`src/rtl/pwm_multi_ch.sv`:
```
// pwm_multi_ch: multi-channel center-aligned PWM with shared triangle carrier, valley-loaded duty and dead time
module pwm_multi_ch #(
  parameter int N_CH = 4,
  parameter int W = 8,
  parameter int DIV = 4,
  parameter int DT_W = 4
) (
  input  logic                   clk,
  input  logic                   rst,
  input  logic                   en,
  input  logic [N_CH*(W+1)-1:0]  duty,
  input  logic                   duty_vld,
  input  logic [DT_W-1:0]        dead_time,
  output logic [N_CH-1:0]        pwm_h,
  output logic [N_CH-1:0]        pwm_l,
  output logic [W-1:0]           carrier,
  output logic                   sync,
  output logic                   upd_pend
);
  localparam int MAX = 2**W - 1;
  localparam int PW = DIV > 1 ? $clog2(DIV) : 1;
  localparam logic [W:0] FULL = (W+1)'(2**W);
  logic [PW-1:0] pre;
  logic dir_up, tick, valley;
  logic [W-1:0] nxt;
  logic [N_CH*(W+1)-1:0] pending;
  always_comb begin
    tick = en && pre == PW'(DIV - 1);
    nxt = dir_up ? carrier + 1'b1 : carrier - 1'b1;
    valley = tick && nxt == '0;
  end
  always_ff @(posedge clk) begin
    if (rst) begin
      pre <= '0;
      carrier <= '0;
      dir_up <= 1'b1;
      sync <= 1'b0;
      pending <= '0;
      upd_pend <= 1'b0;
    end else begin
      if (en) pre <= tick ? '0 : pre + 1'b1;
      if (tick) begin
        carrier <= nxt;
        if (nxt == W'(MAX)) dir_up <= 1'b0;
        else if (nxt == '0) dir_up <= 1'b1;
      end
      sync <= valley;
      if (duty_vld) begin
        pending <= duty;
        upd_pend <= 1'b1;
      end else if (valley) upd_pend <= 1'b0;
    end
  end
  for (genvar i = 0; i < N_CH; i++) begin : g_ch
    logic [W:0] d, cmp;
    logic raw, raw_d, chg, open, h, l;
    logic [DT_W-1:0] dt_cnt;
    // open: the output matching raw may drive this edge (gap elapsed or no gap requested)
    always_comb begin
      d = pending[i*(W+1) +: W+1];
      chg = raw ^ raw_d;
      open = chg ? dead_time == '0 : dt_cnt <= DT_W'(1);
    end
    always_ff @(posedge clk) begin
      if (rst) begin
        cmp <= '0;
        raw <= 1'b0;
        raw_d <= 1'b0;
        dt_cnt <= dead_time;
        h <= 1'b0;
        l <= 1'b0;
      end else begin
        if (valley) cmp <= d > FULL ? FULL : d;
        raw <= {1'b0, carrier} < cmp;
        raw_d <= raw;
        dt_cnt <= chg ? dead_time : dt_cnt > DT_W'(1) ? dt_cnt - 1'b1 : '0;
        h <= open & raw;
        l <= open & ~raw;
      end
    end
    assign pwm_h[i] = h;
    assign pwm_l[i] = l;
  end
endmodule

```
`config.mk`:
```
export PLATFORM = sky130hd
export DESIGN_NAME = pwm_multi_ch
export DESIGN_NICKNAME = d
export VERILOG_FILES = /design/src/rtl/pwm_multi_ch.sv
export SDC_FILE = /design/constraint.sdc
export NUM_CORES = 1
export LEC_CHECK = 0
export ABC_CLOCK_PERIOD_IN_PS = 3000
export CAP_MARGIN = 20
export CORE_MARGIN = 2
export CORE_UTILIZATION = 50
export DETAILED_ROUTE_END_ITERATION = 10
export DONT_BUFFER_PORTS = 1
export GPL_ROUTABILITY_DRIVEN = 0
export PLACE_DENSITY = 0.74
export SETUP_SLACK_MARGIN = 0.02
export SYNTH_ARGS = -nofsm -noshare
export SYNTH_HDL_FRONTEND = slang
export SYNTH_SLANG_ARGS = --single-unit
```
`constraint.sdc`:
```
create_clock -name clk -period 3 [get_ports clk]
set_input_delay 0.45 -clock clk [delete_from_list [all_inputs] [get_ports clk]]
set_output_delay 0.45 -clock clk [all_outputs]
set_load 0.005 [all_outputs]
```
# [Yosys cells after proc, flatten, opt, wreduce, memory -nomap -nowiden]
# Index checks and enable logic that the tools add are counted.
[totals] register_bits=117 latch_bits=0 ram_bits=0 mem_bits_ro=0 out_inout_bits=18 word_cells=104 n_memories=0
[op_classes] add_sub_neg=7 n_mul=0 div=0 order_cmp=16 n_eq_ne=2 shift=0 n_mux=26 bitwise=16 reduce_logical=7
[op_table] operator="two-way mux 4 bit" n=12
[op_table] operator="> comparator 9 bit, second input constant" n=4
[op_table] operator="less-than comparator 8 x 9 -> 1 bit" n=4
[op_table] operator="two-way mux 9 bit" n=4
[op_table] operator="> comparator 4 x 1 -> 1 bit, second input constant" n=4
[op_table] operator="less-or-equal comparator 4 x 1 -> 1 bit, second input constant" n=4
[op_table] operator="subtractor 4 x 1 -> 4 bit, second input constant" n=4
[op_table] operator="adder 8 x 1 -> 8 bit, second input constant" n=1
[op_table] operator="bitwise AND 1 bit" n=8
[op_table] operator="== test 8 bit, second input constant" n=1
[op_table] operator="zero test 8 bit" n=1
[op_table] operator="two-way mux 1 bit" n=8
[op_table] operator="two-way mux 8 bit" n=1
[op_table] operator="subtractor 8 x 1 -> 8 bit, second input constant" n=1
[op_table] operator="zero test 4 bit" n=1
[op_table] operator="inverter 1 bit" n=4
[op_table] operator="nonzero test 2 bit" n=2
[op_table] operator="XOR 1 bit" n=4
[op_table] operator="adder 2 x 1 -> 2 bit, second input constant" n=1
[op_table] operator="== test 2 bit, second input constant" n=1
[op_table] operator="logical AND 1 bit" n=2
[op_table] operator="two-way mux 2 bit" n=1
[op_table] operator="AND reduction 2 bit" n=1

# [Depth between registers and ports, before layout]
[depth] ltp_word=6 mapped_depth=10 depth_no_buf=8

# [Least setup slack after synthesis]
# OpenSTA, ideal clock, no wires.
[synth_path] path_type="flip-flop to flip-flop" start="reg dir_up" end="reg g_ch[3].cmp[4]" arrival_ps=2178 setup_slack_ps=692 path_stages_with_launch=11 path_buffers=2 period_less_slack_ps=2308 path_cell_list="dfxtp_1 > inv_1 > fa_1 > and3_1 > o2111a_1 > a311oi_2 > nand2_1 > nor2_1 > buf_4 > buf_6 > o31ai_1"
[synth_via] elab_chain_len=3
[synth_rtl] element="start, declared" line="24" rtl="logic dir_up, tick, valley;"
[synth_rtl] element="start signal, assigned" line="36" rtl="dir_up <= 1'b1;"
[synth_rtl] element="start signal, assigned" line="44" rtl="if (nxt == W'(MAX)) dir_up <= 1'b0;"
[synth_rtl] element="start signal, assigned" line="45" rtl="else if (nxt == '0) dir_up <= 1'b1;"
[synth_rtl] element="two-way mux 8 bit" line="29" rtl="nxt = dir_up ? carrier + 1'b1 : carrier - 1'b1;"
[synth_rtl] element="zero test 8 bit" line="30" rtl="valley = tick && nxt == '0;"
[synth_rtl] element="logical AND 1 bit" line="30"
[synth_rtl] element="end signal, assigned" line="73" rtl="if (valley) cmp <= d > FULL ? FULL : d;"
[synth_rtl] element="end, declared" line="55" rtl="logic [W:0] d, cmp;"
# No other way between the ends.
# A chain may end at the register's enable or synchronous reset.

# [Worst setup path after layout]
# Same ends and word-level chain as after synthesis.

==> impl_metrics.toml <==
[route]
viasPerCell = 5.72
route.detailed.drc = 0
routed_wl_um = 12600
ant_nets = 0
first_pass_iters = 4
vias = 4443
wire_per_inst_um = 16.3
dr.first_iter.drc_count = 293

[timing]
tns_ns = 0
hold_viol_final = 0
worstMarginPinSlew_ns = 0.803
finClkSkew_ns = 0.00720
post-route-min-period_ns = 2.67
rsz0062_at_grt = "no"
fin_crit_sh = 0.891
fmax_mhz = 374
setup_viol = 0
slew_headroom = 0.460
slew_violations = 0

[clock_tree]
clkSinkCount = 117
htreeDepth = 4
cts_buffers = 17
cts_resized = 0
cts_hold_buffers = 0
cts_root_buf = "clkbuf_16"
clkLatencyLatePin_ns = 0.41
cts_setup_buffers = 0
path_clk_slew_ns = 0.05
cts_max_path_buffers = 2
cts_tree = "done"

[cells_and_area]
fillers = 998
layoutNonFillerInstCount = 777
nets = 712
design_area_mm2 = 0.00656
syn2layout_area_growth_pct = 12.0
fin_util = 0.574
drive_gt1_frac = 0.0868
diodes = 0

[setup_path]
arrival_ns = 2.98
worstPathCellList = "inv_1 > ha_1 > o21a_1 > nor4b_2 > o21a_1 > o211ai_2 > nor2_1 > buf_4 > o31ai_1"
cp_max_fo = 21
critPathTopFamily = "compound AO/OA/AOI/OAI gates"
max_stage_delay_ns = 0.41
critPathSlowestCell = "o211ai_2"
cp.required_ns = 3.31
end_kind = "flop"
cp_num_buf_inv = 2
crit_top_cell = "o21a_1"
worstSetupPathType = "flop to flop"
start_kind = "flop"

[worst_hold_path]
worstHoldPathType = "primary input to flop"

[global_route]
use_met1 = 0.251
antenna_found_initial = 0
grt_max_degree = 131
grt_use_met3 = 0.0751
grt-busiest-layer = "met2"
grt_util_met2 = 0.341
grt_use_total = 0.208
gr-total-overflow = 0
first_global_vias = 4415
grt_first_pass_wirelength_um = 21100

[floorplanning]
die_x_um = 112
rows = 39
core-area_mm2 = 0.0114
ioPinCount = 62
die-height_um = 112
die-area_mm2 = 0.0126
initial_core_util = 0.513

[yosys]
synthAdderAreaFrac = 0.0996
synth_fp_nets = 729
synth-main-ff-cell = "dfxtp_1"
yosys-top-cells-area = "dfxtp_1, ha_1, mux2i_1"
synth.avg_cell_area_um2 = 9.17
synth-edff-count = 0
yosysUniqueCellTypes = 46
syn_area_mm2 = 0.00586
synth_top_area_cell = "dfxtp_1"
synth-seq-cells = 117
synthMostInstantiatedCell = "dfxtp_1"
synth_common_cells = "dfxtp_1, nor2_1, mux2i_1, ha_1, inv_1"
yosysTopAreaCellShare = 0.400
seq_area_frac_synth = 0.400
synth_xor_xnor_area_share = 0.0194
yosys_warnings = 0
synth_compound_area_frac = 0.145
synth_top_family_by_area = "simple AND/OR/NAND/NOR gates"
syn_inst = 639
synth-simple-area-share = 0.177
synth_mux_area_frac = 0.0855
async_flop_share = 0

[place]
place_area_mm2 = 0.00589
dpl.hpwl_um = 8450
io_buffers = 0
post-place-cells = 746

[pwr]
ir_drop_mv = 0.701
p_leak_nw = 2.66
power_density_mw_per_mm2 = 646

[job]
cap_violations = 0

[run_status]
status = "finished, final reports clean"
layout by cell type (no fill, tap or decap), drive strengths merged, types with 5 or more instances in the layout:
| cell type | n |
|---|---|
| clkbuf | 20 |
| nand2 | 30 |
| nor2 | 55 |
| a21oi | 22 |
| a21o | 18 |
| mux2i | 50 |
| inv | 45 |
| xnor2 | 9 |
| nor3b | 30 |
| nor3 | 14 |
| bufinv | 5 |
| ha | 45 |
| nor2b | 13 |
| dfxtp | 117 |
| o31ai | 40 |
| buf | 13 |
| nand2b | 6 |
| o21ai | 19 |
| nand3 | 34 |
path summary, 6_finish.rpt:
| path | from | endpoint | slack, ns | cells after the start |
|---|---|---|---|---|
| hold / removal | rst | g_ch[2].raw_d$_SDFF_PP0_ | 0.12 | 1 |
| setup / recovery | dir_up$_SDFFE_PP1P_ | g_ch[3].cmp[4]$_SDFFE_PP0P_ | 0.33 | 9 |
| hold reg to reg | g_ch[3].cmp[0]$_SDFFE_PP0P_ | g_ch[3].cmp[0]$_SDFFE_PP0P_ | 0.48 | 2 |
| setup reg to reg | dir_up$_SDFFE_PP1P_ | g_ch[3].cmp[4]$_SDFFE_PP0P_ | 0.33 | 9 |
kinds of logic (layout without fill, tap and decap cells):
kind of cell | after synthesis | in the layout
compound gates | 122 | 122
xor+xnor | 13 | 13
fa+ha+maj | 46 | 46
buf+inv | 93 | 88
flops | 117 | 117
mux | 50 | 50
simple gates | 198 | 198
flip-flops by register name, summed over array words and instances (netlist names):
name         cells
sync             1
upd_pend         1
g_ch.h           4
carrier          8
pre              2
pending         36
g_ch.raw         4
dir_up           1
g_ch.dt_cnt     16
g_ch.raw_d       4
g_ch.cmp        36
g_ch.l           4
per-layer routing:
metal  vias up  part of all wire
met5         -                 0
met4         0             0.022
met3        25             0.059
met2       109              0.48
met1      2115              0.44
li1       2194                 -
report_power, final:
part / total, W / switching [W] / internal, W
Clock: 0.00226 / 0.000721 / 0.00154
Combinational: 0.000268 / 0.000128 / 0.000139
Sequential: 0.00171 / 0.0000683 / 0.00164
Total: 0.00424 / 0.000918 / 0.00332
metrics by stage:
step / total power [W] / setup WS, ns / hold slack (ns)
6_report: 0.00424 / 0.327 / 0.122
5_1_grt: 0.00439 / 0.0781 / 0.109
4_1_cts: 0.00428 / 0.351 / 0.101
3_5_place_dp: 0.00201 / 0.376 / 0.463
3_3_place_gp: 0.00198 / 0.471 / 0.452
2_1_floorplan: 0.00199 / 0.692 / 0.432
layout make-up:
cell class / instances / area [um2] / area share
inverter: 44 / 165 / 0.0252
clock buffer: 20 / 467 / 0.0712
multi-input combinational: 429 / 3080 / 0.470
clock inverter: 11 / 198 / 0.0301
tap: 143 / 179 / 0.0273
sequential: 117 / 2340 / 0.357
timing repair buffer: 13 / 123 / 0.0187
Note: power is estimated with default switching activity, not from simulation.
